===== config.mk =====
export PLATFORM = sky130hd
export DESIGN_NAME = writeback_buffered_flat
export DESIGN_NICKNAME = d
export VERILOG_FILES = /design/src/rtl/writeback_buffered_if.sv /design/src/rtl/writeback_buffered.sv /design/src/flat_wrapper.sv
export SDC_FILE = /design/constraint.sdc
export NUM_CORES = 1
export LEC_CHECK = 0
export ABC_AREA = 1
export CORE_AREA = 2 2 105 107
export CTS_BUF_LIST = sky130_fd_sc_hd__clkbuf_4
export CTS_CLUSTER_SIZE = 25
export DETAILED_ROUTE_END_ITERATION = 8
export DIE_AREA = 0 0 107 109
export DONT_BUFFER_PORTS = 1
export PLACE_DENSITY = 0.78
export SYNTH_ARGS = -nofsm -noshare
export SYNTH_HDL_FRONTEND = slang
export SYNTH_SLANG_ARGS = --single-unit

===== constraint.sdc =====
create_clock -name clk -period 3 [get_ports clk]
set_input_delay 0.75 -clock clk [delete_from_list [all_inputs] [get_ports clk]]
set_output_delay 0.75 -clock clk [all_outputs]
set_load 0.03 [all_outputs]

===== src/rtl/writeback_buffered_if.sv =====
// rtl/writeback_buffered_if.sv - MEM-stage, register-file and forwarding signals of writeback_buffered
interface writeback_buffered_if #(
  parameter int REG_WIDTH = 32,
  parameter int REG_BITS  = 5
);
  logic                        in_valid;
  logic                        in_ready;
  logic                        in_write_en;
  logic [REG_BITS-1:0]         in_write_reg;
  logic [REG_WIDTH-1:0]        in_alu_out;
  logic [REG_WIDTH-1:0]        in_mem_data;
  logic [REG_WIDTH-1:0]        in_return_pc;
  logic [1:0]                  in_src_sel;
  logic [2:0]                  in_load_type;
  logic [1:0]                  in_byte_off;
  logic                        rf_ready;
  logic                        write_en;
  logic [REG_BITS-1:0]         write_reg;
  logic signed [REG_WIDTH-1:0] write_data;
  logic [31:0]                 retire_count;
  logic [REG_BITS-1:0]         fwd_reg;
  logic                        fwd_hit;
  logic [REG_WIDTH-1:0]        fwd_data;

  modport master (
    output in_valid, in_write_en, in_write_reg, in_alu_out, in_mem_data, in_return_pc,
           in_src_sel, in_load_type, in_byte_off, rf_ready, fwd_reg,
    input  in_ready, write_en, write_reg, write_data, retire_count, fwd_hit, fwd_data
  );

  modport slave (
    input  in_valid, in_write_en, in_write_reg, in_alu_out, in_mem_data, in_return_pc,
           in_src_sel, in_load_type, in_byte_off, rf_ready, fwd_reg,
    output in_ready, write_en, write_reg, write_data, retire_count, fwd_hit, fwd_data
  );
endinterface


===== src/rtl/writeback_buffered.sv =====
// rtl/writeback_buffered.sv - writeback stage with an in-order FIFO in front of the register file
// Optional youngest-entry forwarding query enabled by macro WRITEBACK_FORWARD_EN.
module writeback_buffered #(
  parameter int REG_WIDTH = 32,
  parameter int REG_COUNT = 32,
  parameter int DEPTH     = 2,
  parameter int REG_BITS  = $clog2(REG_COUNT)
) (
  input  logic                 clk,
  input  logic                 rstn,
  writeback_buffered_if.slave  bus
);
  localparam int PTR_BITS = $clog2(DEPTH);

  logic [REG_BITS-1:0]  r_reg_mem  [DEPTH];
  logic [REG_WIDTH-1:0] r_data_mem [DEPTH];
  logic [PTR_BITS-1:0]  r_wr_ptr;
  logic [PTR_BITS-1:0]  r_rd_ptr;
  logic [PTR_BITS:0]    r_count;
  logic [31:0]          r_retire;

  logic                 w_accept;
  logic                 w_push;
  logic                 w_pop;
  logic                 w_nonempty;
  logic [7:0]           w_byte;
  logic [15:0]          w_half;
  logic [REG_WIDTH-1:0] w_load;
  logic [REG_WIDTH-1:0] w_data;

  assign w_nonempty   = (r_count != '0);
  assign bus.in_ready = (r_count < (PTR_BITS+1)'(DEPTH));
  assign w_accept     = bus.in_valid && bus.in_ready;
  assign w_push       = w_accept && bus.in_write_en && (bus.in_write_reg != '0);
  assign w_pop        = w_nonempty && bus.rf_ready;

  // Halfword lane uses only byte_off[1]; misaligned bit 0 is ignored.
  assign w_byte = bus.in_mem_data[{bus.in_byte_off, 3'b000} +: 8];
  assign w_half = bus.in_mem_data[{bus.in_byte_off[1], 4'b0000} +: 16];

  always_comb begin
    w_load = bus.in_mem_data;
    case (bus.in_load_type)
      3'b000:  w_load = {{(REG_WIDTH-8){w_byte[7]}}, w_byte};
      3'b001:  w_load = {{(REG_WIDTH-16){w_half[15]}}, w_half};
      3'b100:  w_load = {{(REG_WIDTH-8){1'b0}}, w_byte};
      3'b101:  w_load = {{(REG_WIDTH-16){1'b0}}, w_half};
      default: w_load = bus.in_mem_data;
    endcase
  end

  always_comb begin
    w_data = bus.in_alu_out;
    case (bus.in_src_sel)
      2'd1:    w_data = w_load;
      2'd2:    w_data = bus.in_return_pc;
      default: w_data = bus.in_alu_out;
    endcase
  end

  always_ff @(posedge clk) begin
    if (w_push) begin
      r_reg_mem[r_wr_ptr]  <= bus.in_write_reg;
      r_data_mem[r_wr_ptr] <= w_data;
    end
  end

  always_ff @(posedge clk) begin
    if (!rstn) begin
      r_wr_ptr <= '0;
      r_rd_ptr <= '0;
      r_count  <= '0;
      r_retire <= '0;
    end else begin
      if (w_accept) r_retire <= r_retire + 32'd1;
      if (w_push)   r_wr_ptr <= r_wr_ptr + 1'b1;
      if (w_pop)    r_rd_ptr <= r_rd_ptr + 1'b1;
      case ({w_push, w_pop})
        2'b10:   r_count <= r_count + 1'b1;
        2'b01:   r_count <= r_count - 1'b1;
        default: r_count <= r_count;
      endcase
    end
  end

  assign bus.retire_count = r_retire;
  assign bus.write_en     = w_nonempty;
  assign bus.write_reg    = w_nonempty ? r_reg_mem[r_rd_ptr]  : '0;
  assign bus.write_data   = w_nonempty ? r_data_mem[r_rd_ptr] : '0;

`ifdef WRITEBACK_FORWARD_EN
  logic [PTR_BITS-1:0] w_fidx;

  // Walk oldest to youngest so the last match wins.
  always_comb begin
    bus.fwd_hit  = 1'b0;
    bus.fwd_data = '0;
    w_fidx       = '0;
    for (int i = 0; i < DEPTH; i++) begin
      w_fidx = r_rd_ptr + PTR_BITS'(i);
      if (((PTR_BITS+1)'(i) < r_count) && (bus.fwd_reg != '0) &&
          (r_reg_mem[w_fidx] == bus.fwd_reg)) begin
        bus.fwd_hit  = 1'b1;
        bus.fwd_data = r_data_mem[w_fidx];
      end
    end
  end
`else
  logic w_unused_fwd;
  assign w_unused_fwd = ^bus.fwd_reg;
  assign bus.fwd_hit  = 1'b0;
  assign bus.fwd_data = '0;
`endif
endmodule

===== src/flat_wrapper.sv =====
// flat-port wrapper written by rule: the top's interface ports become plain ports
module writeback_buffered_flat 
#(
  parameter int REG_WIDTH = 32,
  parameter int REG_COUNT = 32,
  parameter int DEPTH     = 2,
  parameter int REG_BITS  = $clog2(REG_COUNT)
)
  (clk, rstn, bus_in_valid, bus_in_write_en, bus_in_write_reg, bus_in_alu_out, bus_in_mem_data, bus_in_return_pc, bus_in_src_sel, bus_in_load_type, bus_in_byte_off, bus_rf_ready, bus_fwd_reg, bus_in_ready, bus_write_en, bus_write_reg, bus_write_data, bus_retire_count, bus_fwd_hit, bus_fwd_data);
  writeback_buffered_if #(.REG_WIDTH(REG_WIDTH), .REG_BITS(REG_BITS)) bus_i ();
  input  logic clk;
  input  logic rstn;
  input wire logic [$bits(bus_i.in_valid)-1:0] bus_in_valid;
  input wire logic [$bits(bus_i.in_write_en)-1:0] bus_in_write_en;
  input wire logic [$bits(bus_i.in_write_reg)-1:0] bus_in_write_reg;
  input wire logic [$bits(bus_i.in_alu_out)-1:0] bus_in_alu_out;
  input wire logic [$bits(bus_i.in_mem_data)-1:0] bus_in_mem_data;
  input wire logic [$bits(bus_i.in_return_pc)-1:0] bus_in_return_pc;
  input wire logic [$bits(bus_i.in_src_sel)-1:0] bus_in_src_sel;
  input wire logic [$bits(bus_i.in_load_type)-1:0] bus_in_load_type;
  input wire logic [$bits(bus_i.in_byte_off)-1:0] bus_in_byte_off;
  input wire logic [$bits(bus_i.rf_ready)-1:0] bus_rf_ready;
  input wire logic [$bits(bus_i.fwd_reg)-1:0] bus_fwd_reg;
  output wire logic [$bits(bus_i.in_ready)-1:0] bus_in_ready;
  output wire logic [$bits(bus_i.write_en)-1:0] bus_write_en;
  output wire logic [$bits(bus_i.write_reg)-1:0] bus_write_reg;
  output wire logic [$bits(bus_i.write_data)-1:0] bus_write_data;
  output wire logic [$bits(bus_i.retire_count)-1:0] bus_retire_count;
  output wire logic [$bits(bus_i.fwd_hit)-1:0] bus_fwd_hit;
  output wire logic [$bits(bus_i.fwd_data)-1:0] bus_fwd_data;
  assign bus_i.in_valid = bus_in_valid;
  assign bus_i.in_write_en = bus_in_write_en;
  assign bus_i.in_write_reg = bus_in_write_reg;
  assign bus_i.in_alu_out = bus_in_alu_out;
  assign bus_i.in_mem_data = bus_in_mem_data;
  assign bus_i.in_return_pc = bus_in_return_pc;
  assign bus_i.in_src_sel = bus_in_src_sel;
  assign bus_i.in_load_type = bus_in_load_type;
  assign bus_i.in_byte_off = bus_in_byte_off;
  assign bus_i.rf_ready = bus_rf_ready;
  assign bus_i.fwd_reg = bus_fwd_reg;
  assign bus_in_ready = bus_i.in_ready;
  assign bus_write_en = bus_i.write_en;
  assign bus_write_reg = bus_i.write_reg;
  assign bus_write_data = bus_i.write_data;
  assign bus_retire_count = bus_i.retire_count;
  assign bus_fwd_hit = bus_i.fwd_hit;
  assign bus_fwd_data = bus_i.fwd_data;
  writeback_buffered #(.REG_WIDTH(REG_WIDTH), .REG_COUNT(REG_COUNT), .DEPTH(DEPTH), .REG_BITS(REG_BITS)) u_core (.clk(clk), .rstn(rstn), .bus(bus_i));
endmodule

* After elaboration in Yosys (flattened, before gate mapping)
Memory sizes are Yosys's and may differ from the RTL's. A register that Yosys moved wholly into a read port is not among the register bits.
Index checks and enable logic that the tools add are counted.
** Cells by class
- Reductions and logical operators :: 8
- Multiply operators :: 0
- Shifts and indexed selects :: 2
- Bitwise gates (word level) :: 0
- Order comparisons :: 1
- Equal/unequal tests :: 7
- Divide/modulo/power cells :: 0
- Add/subtract/negate cells :: 5
- Multiplexer cells :: 11
** Operators by type and width (count)
- 32-bit one-hot mux with 4 select lines :: 1
- 32-bit one-hot mux with 2 select lines :: 1
- 32-bit by 1-bit adder with 32-bit output, second input constant :: 1
- 32-bit 2-to-1 mux :: 1
- 32-bit by 6-bit indexed part select with 16-bit output :: 1
- 32-bit by 6-bit indexed part select with 8-bit output :: 1
- 3-bit equality test, second input constant :: 2
- 1-bit 2-to-1 mux :: 6
- 5-bit 2-to-1 mux :: 1
- 5-bit nonzero test :: 1
- 2-bit by 1-bit equality test with 1-bit output, second input constant :: 2
- 2-bit equality test, second input constant :: 2
- 1-bit logical AND :: 4
- 2-bit one-hot mux with 2 select lines :: 1
- 2-bit nonzero test :: 2
- 3-bit by 1-bit equality test with 1-bit output, second input constant :: 1
- 3-bit zero test :: 1
- 1-bit adder, second input constant :: 2
- 2-bit by 1-bit adder with 2-bit output, second input constant :: 1
- 2-bit < comparator, second input constant :: 1
- 2-bit by 1-bit subtractor with 2-bit output, second input constant :: 1
** Word-level totals
- Bits in latches :: 0
- ROM bits :: 0
- Logic and storage cells :: 40
- Register bits :: 36
- Memories kept :: 2
- Output and inout port bits :: 104
- RAM bits :: 74
** Memory list
- u_core.r_data_mem :: words 2, width 32, read ports 1, clocked after Yosys merged registers in 1, write ports 1, RTL line writeback_buffered.sv:16 : logic [REG_WIDTH-1:0] r_data_mem [DEPTH];
- u_core.r_reg_mem :: words 2, width 5, read ports 1, clocked after Yosys merged registers in 1, write ports 1, RTL line writeback_buffered.sv:15 : logic [REG_BITS-1:0] r_reg_mem [DEPTH];

* Longest topological paths before layout
- Word-level depth :: 6
- Mapped depth :: 9
- Gate-level depth less buffers :: 9

* Worst setup path after synthesis
Ideal clock, no wire load.
- Path type :: input-to-reg
- From :: in bus_in_valid
- To :: mem u_core.r_data_mem[0][0] (enable)
- Arrival :: 2.675 ns
- Path buffers :: 0
- Setup time :: 0.431 ns
- Cell stages on the path :: 4
- Slack :: -0.107 ns
- Path through :: nand2_4 -> inv_1 -> nand3_1 -> nor2_1
** Between the ends
- Longest elaborated chain between the ends :: 5
** Ends and longest elaborated chain
- start, declared :: RTL line flat_wrapper.sv:13 : input wire logic [$bits(bus_i.in_valid)-1:0] bus_in_valid;
- 1-bit logical AND :: RTL line writeback_buffered.sv:33 : assign w_accept = bus.in_valid && bus.in_ready;
- 1-bit logical AND (2 in series) :: RTL line writeback_buffered.sv:34 : assign w_push = w_accept && bus.in_write_en && (bus.in_write_reg != '0);
- 1-bit 2-to-1 mux :: RTL line writeback_buffered.sv:62 : if (w_push) begin
- 1-bit 2-to-1 mux (not written as such) :: RTL line writeback_buffered.sv:64 : r_data_mem[r_wr_ptr] <= w_data;
- end, declared :: RTL line writeback_buffered.sv:16
Every way passes these cells.

==> impl_metrics.csv <==
group,metric,value,unit
run_status,status,"finished, final reports clean",
clocking,clk_latency,0.48,ns
min_path,hold_path_class,"in2reg",
worst_setup_path,critPathCaptureType,"primary output",
global_route,grt_max_degree,38,
power_and_ir_drop,clkPwrFrac,17.3,%
placed_design,dp_hpwl,12100,um
worst_setup_path,r2r_cells,6,
placed_design,gp_congestion,0.936,
global_route,grt.total_usage,27.7,%
die,coreArea,10600,um2
yosys,netlist_instances,798,
die,fp.dieW,107,um
worst_setup_path,arrival,2.14,ns
sta,clock.fmax,346,MHz
sta,rsz0062_at_grt,"false",
clocking,clock_path_buffers,2,
power_and_ir_drop,power.internal,2160,uW
worst_setup_path,worstPathRequired,2.25,ns
sta,min_period,2.89,ns
global_route,grt_overflow,0,
placed_design,dp_slack,0.533,ns
die,rows,38,
min_path,min_to,"u_core.r_reg_mem[1][2]",
die,pin_count,222,
route,totalWireLength,16500,um
yosys,synth_cell_type_count,34,
min_path,whs_path_depth,0,
clocking,cts_sinks,111,
power_and_ir_drop,power,3830,uW
yosys,synth_edf_count,74,
clocking,cts_buffers,9,
sta,max-slew-margin-rel,15.1,%
clocking,tritoncts,"built",
clocking,path_clk_slew,0.16,ns
sta,finalHoldViolations,0,
sta,finalMaxSlewViolations,0,
flow_run,max-cap-violations,0,
final_layout,area_delta_synth_final,1.98,%
sta,setup_viol,0,
route,drt-vias-per-instance,5.68,
power_and_ir_drop,power.switching,1670,uW
final_layout,diodes,0,
yosys,seq_area_frac_synth,47.8,%
route,num_vias,5271,
min_path,min_from,"bus_in_write_reg[2]",
global_route,grt_pass1_vias,4741,
power_and_ir_drop,swShare,43.6,%
yosys,avgSynthCellArea,7.77,um2
worst_setup_path,r2r_end,"u_core.r_data_mem[1][18]",
route,antenna_left,0,
power_and_ir_drop,leakage,0.00244,uW
route,route.detailed.drc,0,
sta,skew,0.0270,ns
sta,worst_slack,0.113,ns
placed_design,numPlacedInstances,912,
die,dieArea,11700,um2
worst_setup_path,start_kind,"flip-flop",
power_and_ir_drop,seq_power_share,47.2,%
worst_setup_path,crit_fanout,37,
route,routedWlPerCell,17.8,um
clocking,ctsHoldBuffers,0,
yosys,yosys_warnings,0,
sta,finalCritPeriodShare,96.2,%
final_layout,n_fill_cell,984,
yosys,syn_area,6200,um2
sta,tightest_slew,1.27,ns
worst_setup_path,path_class,"reg2out",
final_layout,num-nets-final,905,
final_layout,post-route-util,59.6,%
final_layout,layoutNonFillerInstCount,928,
clocking,root_buffer,"clkbuf_4",
route,drt_iter0_markers,444,
power_and_ir_drop,p_per_area,607,nW/um2
yosys,synth-seq-cells,111,
global_route,grt_pass1_wl,24500,um
worst_setup_path,r2r_start,"u_core.r_count[1]",
die,start_util,58.4,%
sta,holdWs,0.361,ns
yosys,synth_ff_type,"edfxtp_1",
placed_design,port_buffers,0,
global_route,antenna_found_initial,0,
yosys,async_flop_share,0,%
power_and_ir_drop,vdd_ir_drop_max,0.358,mV
worst_setup_path,reg2reg_slack,0.87,ns
power_and_ir_drop,pwr-share-comb,35.5,%
final_layout,drive_above_1_share,6.22,%
route,dr.pass1.iters,8,
clocking,htreeDepth,3,
die,die_y,109,um
area by class of cell:
class | instances | area [um2] | share of cell area [%]
clock buffer | 9 | 67.6 | 1.07
timing repair buffer | 9 | 80.1 | 1.27
inverter | 70 | 263 | 4.16
tap | 140 | 175 | 2.77
sequential | 111 | 2960 | 46.9
clock inverter | 7 | 43.8 | 0.693
multi-input combinational | 582 | 2730 | 43.2
worst max-delay path by stage:
stage,startpoint,to
global placement,bus_in_src_sel[0],u_core.r_data_mem[0][27]
detailed placement,bus_in_src_sel[0],u_core.r_data_mem[0][27]
finish,flip-flop,bus_write_data[11]
CTS,flip-flop,bus_write_data[10]
floorplan,bus_in_valid,u_core.r_data_mem[0][0]
global route,flip-flop,bus_write_data[1]
Yosys cell counts (3+ instances only):
master     count  share of area [%]
a21oi_1      133                 11
o21ai_0       31                2.5
o2111ai_1      6               0.85
nand3_1       25                2.0
nand4_1       10                1.0
clkbuf_1      25                1.5
nor2_4         6                1.1
and2_1         4               0.40
dfxtp_1       37                 12
xor2_1         7               0.99
nor2_1       115                7.0
edfxtp_1      74                 36
inv_1         65                3.9
o21a_1         6               0.73
buf_1          4               0.24
ha_1           4               0.81
nand2_2        3               0.30
nor3_1         9               0.73
inv_2          5               0.30
buf_4         35                4.2
nand2_1      179                 11
per-layer routing:
metal	vias up	wire (um)	GRT usage, %
li1	2537	-	-
met1	2419	6340	33.9
met2	286	7670	45.2
met3	29	2130	10.9
met4	0	389	9.37
met5	-	0	0
state kept, by name, indices dropped and copies added, names as in the netlist, named ones only:
name / cells
u_core.r_count: 2
u_core.r_wr_ptr: 1
u_core.bus.retire_count: 32
u_core.r_reg_mem: 10
u_core.r_data_mem: 64
u_core.r_rd_ptr: 1
stage by stage:
stage | setup TNS [ns] | area [um2]
after global routing | 0 | 6320
after floorplan | -7.91 | 6320
final | 0 | 6320
after global placement | 0 | 6200
after CTS | 0 | 6310
after detailed placement | 0 | 6200
cell families after synthesis:
group / count (synthesis) / synth area share, %
DFF: 111 / 47.8
and+or+nand+nor: 358 / 24.5
adders and majority gates: 4 / 0.808
AOI/OAI and AO/OA: 180 / 15.3
other: 1 / 0.0605
xor gates and xnor gates: 7 / 0.989
buffers and inverters: 137 / 10.6
repair_timing:
action,4_1_cts,5_1_grt
gates resized for setup,0,3
setup endpoints to repair,0,3
setup buffers,0,0
power by group through the flow:
stage	Sequential [uW]	Clock, uW	Combinational [uW]
floorplan	1830	0	1140
global placement	1840	0	1320
detailed placement	1840	0	1350
CTS	1810	676	1350
global route	1820	730	1460
finish	1810	663	1360
cell usage in the layout (no fill, tap or decap), types with 10 or more instances in the layout:
cell and n:
o21ai_0 31, nand4_1 10, edfxtp_1 74, inv_1 65, conb_1 33, nand3_1 25
dfxtp_1 37, a21oi_1 130, nor2_1 112, nand2_1 179
critical path: stages, from the launching register on:
cell     delay, ns
dfxtp_1       0.36
inv_2         0.52
nand2_1       0.11
a21oi_1       0.66
Note: power is estimated with default switching activity, not from simulation.
